==> src/rtl/load_store_unit.sv <==
// Load/store unit between the CPU request port and a synchronous-read DataMemory.
// Sub-word stores are performed as read-modify-write; loads are lane-selected and extended.
module load_store_unit #(
   parameter int unsigned DATA_WIDTH = 32
) (
   input  logic                  clk,
   input  logic                  rst_n,
   input  logic                  req_valid,
   output logic                  req_ready,
   input  logic                  req_we,
   input  logic [1:0]            req_size,
   input  logic                  req_unsigned,
   input  logic [DATA_WIDTH-1:0] req_addr,
   input  logic [DATA_WIDTH-1:0] req_wdata,
   output logic                  resp_valid,
   output logic [DATA_WIDTH-1:0] resp_rdata,
   output logic                  resp_err,
   output logic                  mem_we,
   output logic [DATA_WIDTH-1:0] mem_a,
   output logic [DATA_WIDTH-1:0] mem_wd,
   input  logic [DATA_WIDTH-1:0] mem_rd
);

   localparam logic [2:0] IDLE    = 3'd0;
   localparam logic [2:0] RD_REQ  = 3'd1;
   localparam logic [2:0] RD_DATA = 3'd2;
   localparam logic [2:0] WR      = 3'd3;
   localparam logic [2:0] RESP    = 3'd4;

   localparam logic [1:0] SZ_BYTE = 2'b00;
   localparam logic [1:0] SZ_HALF = 2'b01;
   localparam logic [1:0] SZ_WORD = 2'b10;
   localparam logic [1:0] SZ_ILL  = 2'b11;

   logic [2:0]            state, state_n;
   logic                  req_ready_n, mem_we_n, resp_valid_n, resp_err_n;
   logic [DATA_WIDTH-1:0] mem_a_n, resp_rdata_n;
   logic                  accept, misalign;

   logic                  we_q, uns_q;
   logic [1:0]            size_q, off_q;
   logic [DATA_WIDTH-1:0] wdata_q;

   // Lane select plus sign/zero extension of a read word.
   function automatic logic [31:0] fmt_load(input logic [31:0] rd, input logic [1:0] size,
                                            input logic [1:0] off, input logic uns);
      logic [7:0]  b;
      logic [15:0] h;
      b = rd[{off, 3'b000} +: 8];
      h = off[1] ? rd[31:16] : rd[15:0];
      case (size)
         SZ_BYTE: return uns ? {24'd0, b} : {{24{b[7]}}, b};
         SZ_HALF: return uns ? {16'd0, h} : {{16{h[15]}}, h};
         default: return rd;
      endcase
   endfunction

   // Overwrite only the addressed lane(s) of the read word.
   function automatic logic [31:0] merge_store(input logic [31:0] rd, input logic [31:0] wd,
                                               input logic [1:0] size, input logic [1:0] off);
      logic [31:0] m;
      m = rd;
      if (size == SZ_BYTE) m[{off, 3'b000} +: 8] = wd[7:0];
      else                 m[{off[1], 4'b0000} +: 16] = wd[15:0];
      return m;
   endfunction

   assign accept = req_valid && (state == IDLE);

   always_comb begin
      misalign = 1'b0;
      case (req_size)
         SZ_HALF: misalign = req_addr[0];
         SZ_WORD: misalign = |req_addr[1:0];
         SZ_ILL:  misalign = 1'b1;
         default: misalign = 1'b0;
      endcase
   end

   // The merged store word depends on mem_rd, which only arrives during RD_DATA.
   assign mem_wd = !mem_we         ? '0 :
                   (state == WR)   ? wdata_q :
                   merge_store(mem_rd, wdata_q, size_q, off_q);

   always_ff @(posedge clk or negedge rst_n) begin
      if (!rst_n) begin
         state      <= IDLE;
         req_ready  <= 1'b1;
         mem_we     <= 1'b0;
         mem_a      <= '0;
         resp_valid <= 1'b0;
         resp_err   <= 1'b0;
         resp_rdata <= '0;
      end else begin
         state      <= state_n;
         req_ready  <= req_ready_n;
         mem_we     <= mem_we_n;
         mem_a      <= mem_a_n;
         resp_valid <= resp_valid_n;
         resp_err   <= resp_err_n;
         resp_rdata <= resp_rdata_n;
      end
   end

   always_comb begin
      state_n      = state;
      req_ready_n  = 1'b0;
      mem_we_n     = 1'b0;
      mem_a_n      = mem_a;
      resp_valid_n = 1'b0;
      resp_err_n   = 1'b0;
      resp_rdata_n = resp_rdata;
      case (state)
         IDLE: begin
            if (req_valid) begin
               mem_a_n = {2'b00, req_addr[DATA_WIDTH-1:2]};
               if (misalign) begin
                  state_n      = RESP;
                  resp_valid_n = 1'b1;
                  resp_err_n   = 1'b1;
               end else if (req_we && (req_size == SZ_WORD)) begin
                  state_n  = WR;
                  mem_we_n = 1'b1;
               end else begin
                  state_n = RD_REQ;
               end
            end
         end
         RD_REQ: begin
            state_n  = RD_DATA;
            mem_we_n = we_q;
         end
         RD_DATA: begin
            state_n      = RESP;
            resp_valid_n = 1'b1;
            if (!we_q) resp_rdata_n = fmt_load(mem_rd, size_q, off_q, uns_q);
         end
         WR: begin
            state_n      = RESP;
            resp_valid_n = 1'b1;
         end
         RESP: begin
            state_n = IDLE;
            mem_a_n = '0;
         end
         default: begin
            state_n = IDLE;
            mem_a_n = '0;
         end
      endcase
      req_ready_n = (state_n == IDLE);
   end

   // Request capture; req_* are only looked at on the accepting edge.
   always_ff @(posedge clk or negedge rst_n) begin
      if (!rst_n) begin
         we_q    <= 1'b0;
         uns_q   <= 1'b0;
         size_q  <= 2'b00;
         off_q   <= 2'b00;
         wdata_q <= '0;
      end else if (accept) begin
         we_q    <= req_we;
         uns_q   <= req_unsigned;
         size_q  <= req_size;
         off_q   <= req_addr[1:0];
         wdata_q <= req_wdata;
      end
   end

endmodule

==> config.mk <==
export PLATFORM = sky130hd
export DESIGN_NAME = load_store_unit
export DESIGN_NICKNAME = d
export VERILOG_FILES = /design/src/rtl/load_store_unit.sv
export SDC_FILE = /design/constraint.sdc
export NUM_CORES = 1
export LEC_CHECK = 0
export ABC_AREA = 1
export BUFFER_PORTS_ARGS = -buffer_cell sky130_fd_sc_hd__buf_2
export CAP_MARGIN = 10
export CORE_MARGIN = 5
export CORE_UTILIZATION = 40
export DETAILED_ROUTE_END_ITERATION = 10
export PLACE_DENSITY = 0.78
export SLEW_MARGIN = 10
export SYNTH_ARGS = -nofsm -noshare
export SYNTH_HDL_FRONTEND = slang
export SYNTH_SLANG_ARGS = --single-unit
==> constraint.sdc <==
create_clock -name clk -period 2 [get_ports clk]
set_input_delay 0.1 -clock clk [delete_from_list [all_inputs] [get_ports clk]]
set_output_delay 0.1 -clock clk [all_outputs]
set_load 0.1 [all_outputs]
==> flow_metrics.py <==
metrics = {
    "run_status": {
        "status": "complete, but fails checks",
        "violations": "setup timing",
    },
    "critical_path": {
        "cp_data_arrival_time_ns": 2.09,
        "cp.required_ns": 1.90,
        "r2r_slack_ns": 0.17,
        "worstReg2RegEnd": "resp_rdata[24]$_DFFE_PN0P_",
        "r2r_cells": 10,
        "end_kind": "output port",
        "crit-reg2reg-launch": "off_q[1]$_DFFE_PN0P_",
        "path_max_fanout": 8,
        "startpoint_type": "register",
        "path_class": "register to output port",
    },
    "sta": {
        "slew_headroom_pct": 61.1,
        "period_minus_slack_ns": 2.19,
        "skew_ns": 0.00966,
        "layout_worst_path_cycle_share_pct": 109,
        "holdWs_ns": 0.00316,
        "max_freq_ghz": 0.457,
        "drv_slew": 0,
        "rsz0062_at_grt": "yes",
        "hold_viol": 0,
        "tightestPinTransition_ns": 0.583,
        "setup_viol_count_final": 32,
        "fin_ws_ns": -0.190,
    },
    "logic_synthesis": {
        "ys_async_sr_fraction_pct": 100,
        "netlist_top_cells_area": "dfrtp_1 (44%), nand2_1 (21%), a21oi_1 (8.9%)",
        "synth-compound-area-share_pct": 18.3,
        "yosysWarnings": 0,
        "synth-simple-area-share_pct": 28.3,
        "ys_seq_area_share_pct": 44.7,
        "synthTopCellsByCount": "nand2_1 (335), a21oi_1 (107), dfrtp_1 (106)",
        "synthMuxAreaShare_pct": 0,
        "synth-main-ff-cell": "dfrtp_1",
        "synth_top_family_by_area": "simple AND/OR/NAND/NOR gates",
        "synthAdderAreaFrac_pct": 1.04,
        "synth_top_area_share_pct": 44.2,
        "synth_edf_count": 0,
        "syn_area_um2": 6000,
        "yosysMostFrequentCell": "nand2_1",
        "avgSynthCellArea_um2": 7.04,
        "synth_cell_types": 28,
        "netlist_instances": 852,
        "synthXorXnorAreaFrac_pct": 0,
        "ys_seq_elements": 107,
        "yosysTopAreaCell": "dfrtp_1",
    },
    "die": {
        "start_util_pct": 40.9,
        "die_area_um2": 17500,
        "core_um2": 14600,
        "fp.dieH_um": 132,
        "fp.dieW_um": 132,
        "io_pins": 203,
        "num_rows": 44,
    },
    "final_layout": {
        "insertedDiodeCount": 0,
        "final_nets": 1225,
        "syn_to_final_growth_pct": 57.0,
        "stdcell_count": 1306,
        "drive_above_1_share_pct": 31.6,
        "final_util_pct": 64.3,
    },
    "clock_network": {
        "cts.sinks": 107,
        "path_clk_slew_ns": 0.08,
        "cts_buffers": 9,
        "cts.path.max_buffers": 2,
        "clk_latency_ns": 0.36,
        "htreeDepth": 3,
        "cts_tree": "yes",
        "cts.root.buffer_cell": "clkbuf_16",
    },
    "global_routing": {
        "groute.layer.met2.usage_pct": 43.6,
        "antenna_found_initial": 0,
        "top_usage_layer": "met2",
        "grt_usage_pct": 25.7,
        "grt_util_met1_pct": 32.2,
        "grt-ovfl-total": 0,
        "grt_pass1_vias": 6798,
        "grt_max_degree": 47,
        "grt.met3_usage_pct": 6.49,
        "grt_pass1_wl_um": 36300,
    },
    "worst_hold_path": {
        "hold_path_end": "wdata_q[0]$_DFFE_PN0P_",
        "min_path_type": "primary input to register",
        "holdPathStages": 3,
        "hold_start": "req_wdata[0]",
    },
    "detailed_routing": {
        "vias_per_cell": 5.36,
        "drt_iter0_drc": 604,
        "first_pass_iters": 5,
        "wire_per_inst_um": 17.6,
        "drcViolationCount": 0,
        "drt_wl_total_um": 23000,
        "vias": 6997,
        "postRouteAntennaNets": 0,
    },
    "place": {
        "hpwlAfterDp_um": 15800,
        "gp_congestion": 0.935,
        "dp_cells": 1212,
        "io_buffers": 200,
        "place_ws_ns": 0.0275,
    },
    "job": {
        "drv_cap": 0,
    },
}
## logic make-up after synthesis
logic type                 count (synthesis)
and+or+nand+nor                          426
AOI/OAI and AO/OA                        211
DFF                                      107
buffers and inverters                    102
adders and majority gates                  5
other                                      1
## cell usage in the layout, fill, tap and decap left out, types with 3 or more instances in the layout
master	count
nand3_2	5
clkbuf_16	9
inv_1	41
o21a_1	7
a21oi_1	73
buf_12	39
o21ai_2	11
dfrtp_1	103
nor2_2	4
a21oi_4	32
buf_6	4
or2_2	5
buf_2	167
dlygate4sd3_1	66
dfrtp_2	3
o21ai_0	63
o21ai_1	14
nand2_2	17
o211ai_1	7
nand2_1	318
ha_4	3
nand3_1	38
nor2_1	30
inv_4	5
inv_2	6
buf_4	23
## through the flow
| step | cell area [um^2] | TNS, ns |
|---|---|---|
| after detailed placement | 8070 | 0 |
| after global placement | 8070 | 0 |
| final | 9420 | -4.13 |
| after CTS | 9250 | -2.87 |
| after floorplan | 6390 | -0.270 |
| after global routing | 9420 | -6.43 |
## how the worst max path moves through the flow
stage / start / endpoint / cells past startpoint
after floorplan: off_q[1]$_DFFE_PN0P_ / mem_wd[0] / 8
after global placement: state[2]$_DFF_PN0_ / wdata_q[1]$_DFFE_PN0P_ / 7
after detailed placement: state[2]$_DFF_PN0_ / wdata_q[1]$_DFFE_PN0P_ / 7
after CTS: off_q[1]$_DFFE_PN0P_ / mem_wd[3] / 9
after global routing: off_q[1]$_DFFE_PN0P_ / mem_wd[4] / 9
final: off_q[1]$_DFFE_PN0P_ / mem_wd[4] / 9
## sequential cells by signal, indices dropped and copies added, names as in the netlist
signal / cells
uns_q: 1
req_ready: 1
resp_err: 1
off_q: 2
size_q: 2
state: 3
resp_valid: 1
resp_rdata: 32
mem_a: 30
wdata_q: 32
we_q: 1
mem_we: 1
## final cells by class
| cell class | instances | area (um^2) |
|---|---|---|
| Inverter | 53 | 216 |
| Tap cell | 184 | 230 |
| Sequential cell | 107 | 2680 |
| Timing Repair inverter | 1 | 7.51 |
| Fill cell | 1185 | 5230 |
| Clock inverter | 5 | 35.0 |
| Multi-Input combinational cell | 644 | 3430 |
| Clock buffer | 11 | 253 |
| Timing Repair Buffer | 301 | 2560 |
## what timing repair did
action	4_1_cts	5_1_grt
cloned	3	0
pin swaps	15	17
endpoints found under the setup margin	33	55
hold buffers	66	0
endpoints found under the hold margin	100	0
setup buffers	5	4
resized for setup	51	40
## routing by layer
layer / up-vias / wire, um
met5: - / 0
met4: 0 / 746
met3: 58 / 2130
met2: 415 / 11000
met1: 3249 / 9110
li1: 3275 / -
## critical path, stage by stage (launching register included)
cell and delay [ns]:
dfrtp_2 0.43, clkinv_4 0.10, ha_4 0.26, inv_4 0.08, nand3_4 0.07, o21ai_4 0.17
buf_12 0.15, nand2_4 0.05, a21oi_4 0.21, buf_12 0.20
Power is not shown: default switching activity piles up to over one toggle a cycle in this logic, so the estimate is an artifact.
